===== config.mk =====
export PLATFORM = sky130hd
export DESIGN_NAME = pwm_bank
export DESIGN_NICKNAME = d
export VERILOG_FILES = /design/src/rtl/pwm_bank.sv
export SDC_FILE = /design/constraint.sdc
export NUM_CORES = 1
export LEC_CHECK = 0
export ABC_AREA = 1
export BUFFER_PORTS_ARGS = -buffer_cell sky130_fd_sc_hd__buf_4
export CORE_MARGIN = 5
export CORE_UTILIZATION = 40
export DETAILED_ROUTE_END_ITERATION = 8
export REMOVE_ABC_BUFFERS = 1
export SYNTH_ARGS = -nofsm -noshare
export SYNTH_HDL_FRONTEND = slang
export SYNTH_SLANG_ARGS = --single-unit

===== constraint.sdc =====
create_clock -name clk_i -period 5.8 [get_ports clk_i]
set_clock_uncertainty 0.15 [all_clocks]
set_input_delay 0.29 -clock clk_i [delete_from_list [all_inputs] [get_ports clk_i]]
set_output_delay 0.29 -clock clk_i [all_outputs]
set_load 0.01 [all_outputs]

===== src/rtl/pwm_bank.sv =====
// pwm_bank: multi-channel phase-locked PWM generator with shadowed period/duty load port
// Optional feature macro: PWM_BANK_CENTER_EN (center-aligned up/down counting).
// Ports:
//   clk_i           clock
//   reset_ni        asynchronous active-low reset
//   enable_i        run the shared counter; low forces all outputs idle
//   center_i        center-aligned mode request (used only with PWM_BANK_CENTER_EN)
//   cycle_i         requested period in counts
//   duty_i          per-channel high counts, channel i at [i*COUNTER_BITS +: COUNTER_BITS]
//   load_valid_i    cycle_i/duty_i/center_i are valid
//   load_ready_o    pending shadow set is free
//   pwm_o           registered PWM outputs
//   period_start_o  one-clock pulse with the output of count 0 of each period
module pwm_bank #(
    parameter int CHANNELS     = 4,
    parameter int COUNTER_BITS = 16
) (
    input  logic                             clk_i,
    input  logic                             reset_ni,
    input  logic                             enable_i,
    input  logic                             center_i,
    input  logic [COUNTER_BITS-1:0]          cycle_i,
    input  logic [CHANNELS*COUNTER_BITS-1:0] duty_i,
    input  logic                             load_valid_i,
    output logic                             load_ready_o,
    output logic [CHANNELS-1:0]              pwm_o,
    output logic                             period_start_o
);
    typedef logic [COUNTER_BITS-1:0] cnt_t;
    cnt_t cnt_q, cnt_d, cycle_a_q, cycle_p_q, top;
    cnt_t duty_a_q [CHANNELS];
    cnt_t duty_p_q [CHANNELS];
    logic pend_q, bound, xfer, accept, zero, up, ps_d;
    logic [CHANNELS-1:0] pwm_d;
`ifdef PWM_BANK_CENTER_EN
    logic dir_q, dir_d, center_a_q, center_p_q;
    assign up = !dir_q;
`else
    logic unused_center;
    assign unused_center = center_i;
    assign up = 1'b1;
`endif
    assign zero = cycle_a_q == '0;
    assign top = cycle_a_q - cnt_t'(1);
    assign accept = load_valid_i && !pend_q;
    assign xfer = pend_q && (!enable_i || bound);
    assign load_ready_o = !pend_q;
    // bound marks the edge on which the counter re-enters count 0 of a new period;
    // a zero period counts as a boundary every clock so a new load can still land.
    always_comb begin
        cnt_d = cnt_q;
        bound = 1'b0;
`ifdef PWM_BANK_CENTER_EN
        dir_d = 1'b0;
`endif
        if (!enable_i) begin
            cnt_d = '0;
        end else if (zero) begin
            cnt_d = '0;
            bound = 1'b1;
`ifdef PWM_BANK_CENTER_EN
        end else if (center_a_q && !dir_q) begin
            dir_d = cnt_q >= top;
            cnt_d = dir_d ? cnt_q : cnt_q + cnt_t'(1);
        end else if (center_a_q) begin
            bound = cnt_q == '0;
            dir_d = !bound;
            cnt_d = bound ? cnt_q : cnt_q - cnt_t'(1);
`endif
        end else begin
            bound = cnt_q >= top;
            cnt_d = bound ? '0 : cnt_q + cnt_t'(1);
        end
    end
    // Duty is clamped to the period before subtracting, so the threshold never wraps.
    always_comb begin
        pwm_d = '0;
        ps_d = enable_i && !zero && up && cnt_q == '0;
        for (int i = 0; i < CHANNELS; i++) begin
            pwm_d[i] = enable_i && !zero &&
                       cnt_q >= cycle_a_q - (duty_a_q[i] >= cycle_a_q ? cycle_a_q : duty_a_q[i]);
        end
    end
    always_ff @(posedge clk_i or negedge reset_ni) begin
        if (!reset_ni) begin
            cnt_q          <= '0;
            cycle_a_q      <= '0;
            cycle_p_q      <= '0;
            pend_q         <= 1'b0;
            pwm_o          <= '0;
            period_start_o <= 1'b0;
            for (int i = 0; i < CHANNELS; i++) begin
                duty_a_q[i] <= '0;
                duty_p_q[i] <= '0;
            end
        end else begin
            cnt_q          <= cnt_d;
            pwm_o          <= pwm_d;
            period_start_o <= ps_d;
            pend_q         <= accept || (pend_q && !xfer);
            if (accept) begin
                cycle_p_q <= cycle_i;
                for (int i = 0; i < CHANNELS; i++) begin
                    duty_p_q[i] <= duty_i[i*COUNTER_BITS +: COUNTER_BITS];
                end
            end
            if (xfer) begin
                cycle_a_q <= cycle_p_q;
                for (int i = 0; i < CHANNELS; i++) begin
                    duty_a_q[i] <= duty_p_q[i];
                end
            end
        end
    end
`ifdef PWM_BANK_CENTER_EN
    always_ff @(posedge clk_i or negedge reset_ni) begin
        if (!reset_ni) begin
            dir_q      <= 1'b0;
            center_a_q <= 1'b0;
            center_p_q <= 1'b0;
        end else begin
            dir_q <= dir_d;
            if (accept) center_p_q <= center_i;
            if (xfer) center_a_q <= center_p_q;
        end
    end
`endif
endmodule


Word level (Yosys, flattened, before mapping)

Cells that the tools add are included.
W data, S select, Z words.

Word-level logic and storage cells: 55
Bits in registers: 182
Output and inout bits: 6
Bits of input ports: 85

Magnitude comparators: 9
Muxes and demuxes: 9
Reduce and logical (&&, ||, !) cells: 17
Add/sub/neg operators: 6

Operator list:

| operator                | count |
|---|---|
| $ge A16 B16 Y1          | 9 |
| $mux W16                | 7 |
| $sub A16 B16 Y16        | 4 |
| $logic_not A16 Y1       | 2 |
| $add A16 B1 Y16 const B | 1 |
| $sub A16 B1 Y16 const B | 1 |
| $logic_and A1 B1 Y1     | 9 |
| $logic_not A1 Y1        | 4 |
| $logic_or A1 B1 Y1      | 2 |
| $mux W1                 | 2 |

Logic depth before layout (Yosys ltp)

Depth in word-level cells: 9
Mapped depth: 33
Mapped depth without buffers: 32

Least setup slack after synthesis

Ideal clock, no wire load.

Path kind: register to register
Start point: register cycle_a_q[9]
End point: register pwm_o[0]
Cell stages (with the launch flop): 27
Period minus slack after synthesis: 4.331 ns
Setup time: 0.063 ns
Path slack: 1.469 ns
Required time: 5.587 ns
Buffers on the path: 1
Data arrival time: 4.118 ns
Cell sequence: dfrtp_1 > clkinv_1 > ha_1 > nand4_1 > nor3_1 > nand3_1 > nand3_1 > clkbuf_1 > o21ai_0 > ha_1 > fa_1 > inv_1 > nand3_1 > nand2_1 > a21boi_0 > nand3b_1 > nand3b_1 > nand2_1 > ha_1 > nand2_1 > inv_1 > nand3_1 > nor3_1 > nand2_1 > nand3_1 > nand2_1 > inv_1

Cells in the longest elaborated chain, start to end: 5
Elaborated cells between the ends (all ways): 8
Classes of those cells: add/sub: 1; order compare: 2; mux: 1; reduce/logical: 4

Ends and longest elaborated chain:

| item                    | RTL line | source |
|---|---|---|
| start, declared         | 30       | `cnt_t cnt_q, cnt_d, cycle_a_q, cycle_p_q, top;` |
| start signal, assigned  | 108      | `cycle_a_q <= cycle_p_q;` |
| $ge A16 B16 Y1          | 81       | `cnt_q >= cycle_a_q - (duty_a_q[i] >= cycle_a_q ? cycle_a_q : duty_a_q[i]);` |
| $mux W16                | 81       |  |
| $sub A16 B16 Y16        | 81       |  |
| $ge A16 B16 Y1          | 81       |  |
| $logic_and A1 B1 Y1 (*) | 80       | `pwm_d[i] = enable_i && !zero &&` |
| net pwm_d[0]            | 34       | `logic [CHANNELS-1:0] pwm_d;` |
| end signal, assigned    | 98       | `pwm_o <= pwm_d;` |
| end, declared           | 26       | `output logic [CHANNELS-1:0] pwm_o,` |

The timed path passes the listed nets; every way through them passes the cells marked *.
A chain may end at the register's enable or synchronous reset.

Worst setup path after layout

Start point: register cycle_a_q[10]
End point: register pwm_o[0]

The elaborated chain is that of the path after synthesis.

==> impl_metrics.py <==
metrics = {
    "run_status": {
        "outcome": "finished clean",
    },
    "worst_setup_path": {
        "critPathKind": "register to register",
        "reg2reg_setup_slack_ns": 0.81,
        "crit_path_start_kind": "register",
        "cp.required_ns": 6.05,
        "crit_arrival_ns": 5.25,
        "cp_max_fo": 14,
        "end_kind": "register",
        "reg2reg_depth": 25,
        "regToRegEndpoint": "pwm_o[0]$_DFF_PN0_",
        "r2r_start": "cycle_a_q[10]$_DFFE_PN0P_",
    },
    "logic_synthesis": {
        "synth_warnings": 0,
        "synth_edf_count": 0,
        "ys_seq_area_frac": 0.318,
        "syn_inst": 1818,
        "avgSynthCellArea_um2": 7.89,
        "synth_ff_type": "dfrtp_1",
        "netlist.area_leader.share": 0.318,
        "ys_ff_latch": 182,
        "syn_area_um2": 14300,
        "synthTopCellsByArea": "dfrtp_1 32%, ha_1 18%, nand2_1 13%",
        "yosysTopAreaCell": "dfrtp_1",
        "synth.distinct_cells": 36,
        "async_flop_share": 1.00,
    },
    "cts": {
        "cts_sinks": 182,
        "root_buffer": "clkbuf_16",
        "tritoncts.num_buffers": 17,
        "clk-insertion-delay-late_ns": 0.46,
        "htreeDepth": 4,
        "cts_resized": 0,
        "hold_buffers": 81,
        "clk_pin_slew_ns": 0.08,
        "post_cts_buffers": 0,
        "cts_tree": "yes",
        "clockBufferDepth": 2,
    },
    "timing": {
        "tightest_slew_ns": 1.07,
        "slew_headroom": 0.284,
        "drv_slew": 0,
        "period_needed_ns": 4.99,
        "period_share": 0.861,
        "grt_setup_unrepaired": "no",
        "finalSetupViolations": 0,
        "tns_ns": 0,
        "hold_viol_final": 0,
        "layout_setup_ws_ns": 0.805,
        "fmax_ghz": 0.200,
    },
    "route": {
        "drt_first_pass_iters": 7,
        "vias": 12700,
        "viasPerCell": 5.12,
        "drc": 0,
        "wirelength_um": 39400,
        "ant_nets": 0,
        "wl_per_cell_um": 15.9,
        "drtIter0Drc": 705,
    },
    "grt": {
        "grt_overflow_total": 0,
        "grt_start_max_net_pins": 82,
        "grt_pass1_wl_um": 64300,
        "antenna_found_initial": 1,
        "groute.usage.overall": 0.204,
        "first_global_vias": 12600,
    },
    "die": {
        "die_w_um": 199,
        "die_h_um": 199,
        "design.die.area_um2": 39700,
        "initial_core_util": 0.404,
        "rows": 69,
        "coreArea_um2": 35500,
        "pin_count": 91,
    },
    "cells_and_area": {
        "syn2layout_area_growth_pct": 19.4,
        "diodes": 0,
        "fillers": 3477,
        "nets": 2300,
        "layout-drive-gt1-share": 0.126,
    },
    "worst_hold_path": {
        "hold_depth": 4,
        "min_to": "pwm_o[0]$_DFF_PN0_",
        "min-delay-start": "enable_i",
        "hp-class": "input pin to register",
    },
    "place": {
        "dpl.hpwl_um": 30900,
        "routabilityCongestion": 0.955,
        "pre_cts_slack_ns": 0.785,
        "numPortBuffers": 89,
    },
    "flow_run": {
        "maxCapViolCount": 0,
    },
}
[Yosys cell counts, types with 3 or more instances]
cell type / instances
a21boi_0: 5
a21o_1: 9
a21oi_1: 116
a31oi_1: 6
buf_1: 6
buf_2: 11
buf_4: 9
buf_6: 3
clkbuf_1: 19
dfrtp_1: 182
fa_1: 4
ha_1: 207
inv_1: 164
inv_2: 3
mux2_2: 80
nand2_1: 506
nand3_1: 130
nand3b_1: 5
nand4_1: 22
nor2_1: 90
nor3_1: 35
nor4_1: 4
o21a_1: 9
o21ai_0: 99
o21bai_1: 13
xnor2_1: 20
xor2_1: 50
[layer usage]
| layer | track usage | wire [µm] | vias up |
|---|---|---|---|
| met2 | 0.344 | 18700 | 198 |
| met3 | 0.0290 | 1310 | 42 |
| met5 | 0 | 0 | - |
| li1 | - | - | 6463 |
| met4 | 0.0636 | 979 | 0 |
| met1 | 0.273 | 18400 | 5988 |
[cell usage in the layout, fill, tap and decap left out, drive strengths merged, types with 6 or more instances in the layout]
cell type,instances
nand2,507
ha,207
dfrtp,182
inv,171
buf,133
nand3,132
a21oi,116
o21ai,99
nor2,91
dlygate4sd3,81
mux2,80
xor2,50
nor3,35
nand4,22
xnor2,20
clkbuf,20
o21bai,13
a21o,9
o21a,9
clkinv,7
a31oi,6
a21boi,6
[stage by stage]
step	util	hold WS, ns	cells	area, µm²
after floorplan	-	-0.156	1770	14100
after global placement	0.443	0.136	2365	15700
after detailed placement	0.443	0.145	2365	15700
after CTS	0.482	0.175	2478	17100
after global routing	0.482	0.211	2478	17100
final	0.482	0.201	2478	17100
[logic make-up (layout without fill, tap and decap cells)]
logic type / count (synthesis) / in the layout / share of synthesized area
multiplexers: 80 / 80 / 0.0628
buffers and inverters: 217 / 416 / 0.0617
XOR/XNOR: 70 / 70 / 0.0428
AND/OR/NAND/NOR: 799 / 799 / 0.231
adder cells (fa/ha/maj): 211 / 211 / 0.186
AO/OA/AOI/OAI: 259 / 259 / 0.0978
flip-flops: 182 / 182 / 0.318
[critical path: stages, from the launching register on]
cell and delay, ns:
dfrtp_1 0.40, clkinv_1 0.17, buf_4 0.23, ha_1 0.31
nand4_1 0.09, nor3_1 0.33, nand3_1 0.19, nand3_1 0.42
o21ai_0 0.20, ha_1 0.38, a21oi_1 0.20, nand2_1 0.14
a21boi_0 0.39, nand3b_1 0.20, nand2_1 0.06, nand2_1 0.05
nand2_1 0.06, ha_1 0.27, nand2_1 0.06, inv_1 0.05
nand3_1 0.08, nor3_1 0.20, nand2_1 0.08, nand3_1 0.10
nand2_1 0.06, inv_1 0.07
[worst max path at each step]
stage / endpoint / start / slack, ns / cells past startpoint
final: pwm_o[0]$_DFF_PN0_ / cycle_a_q[10]$_DFFE_PN0P_ / 0.81 / 25
after global routing: pwm_o[0]$_DFF_PN0_ / cycle_a_q[10]$_DFFE_PN0P_ / 0.31 / 26
after CTS: pwm_o[0]$_DFF_PN0_ / cycle_a_q[10]$_DFFE_PN0P_ / 0.75 / 21
after detailed placement: pwm_o[0]$_DFF_PN0_ / cycle_a_q[10]$_DFFE_PN0P_ / 0.79 / 26
after global placement: pwm_o[0]$_DFF_PN0_ / cycle_a_q[10]$_DFFE_PN0P_ / 0.83 / 26
after floorplan: cycle_a_q[0]$_DFFE_PN0P_ / cycle_a_q[1]$_DFFE_PN0P_ / 0.85 / 14
[state kept, by name (all words and copies together) (netlist names)]
register / cells
cnt_q: 16
cycle_a_q: 16
cycle_p_q: 16
duty_a_q: 64
duty_p_q: 64
pend_q: 1
period_start_o: 1
pwm_o: 4
[area by class of cell]
type / count / area [µm²] / area share
Inverter: 169 / 634 / 0.0371
Sequential cell: 182 / 4560 / 0.266
Clock inverter: 13 / 145 / 0.00848
Multi-Input combinational cell: 1419 / 8920 / 0.521
Timing Repair Buffer: 215 / 1850 / 0.108
Tap cell: 461 / 577 / 0.0337
Clock buffer: 19 / 443 / 0.0259
Power is left out: the tool's default activity adds up to more than one toggle a clock period on the data nets, which glitch-free logic cannot reach.
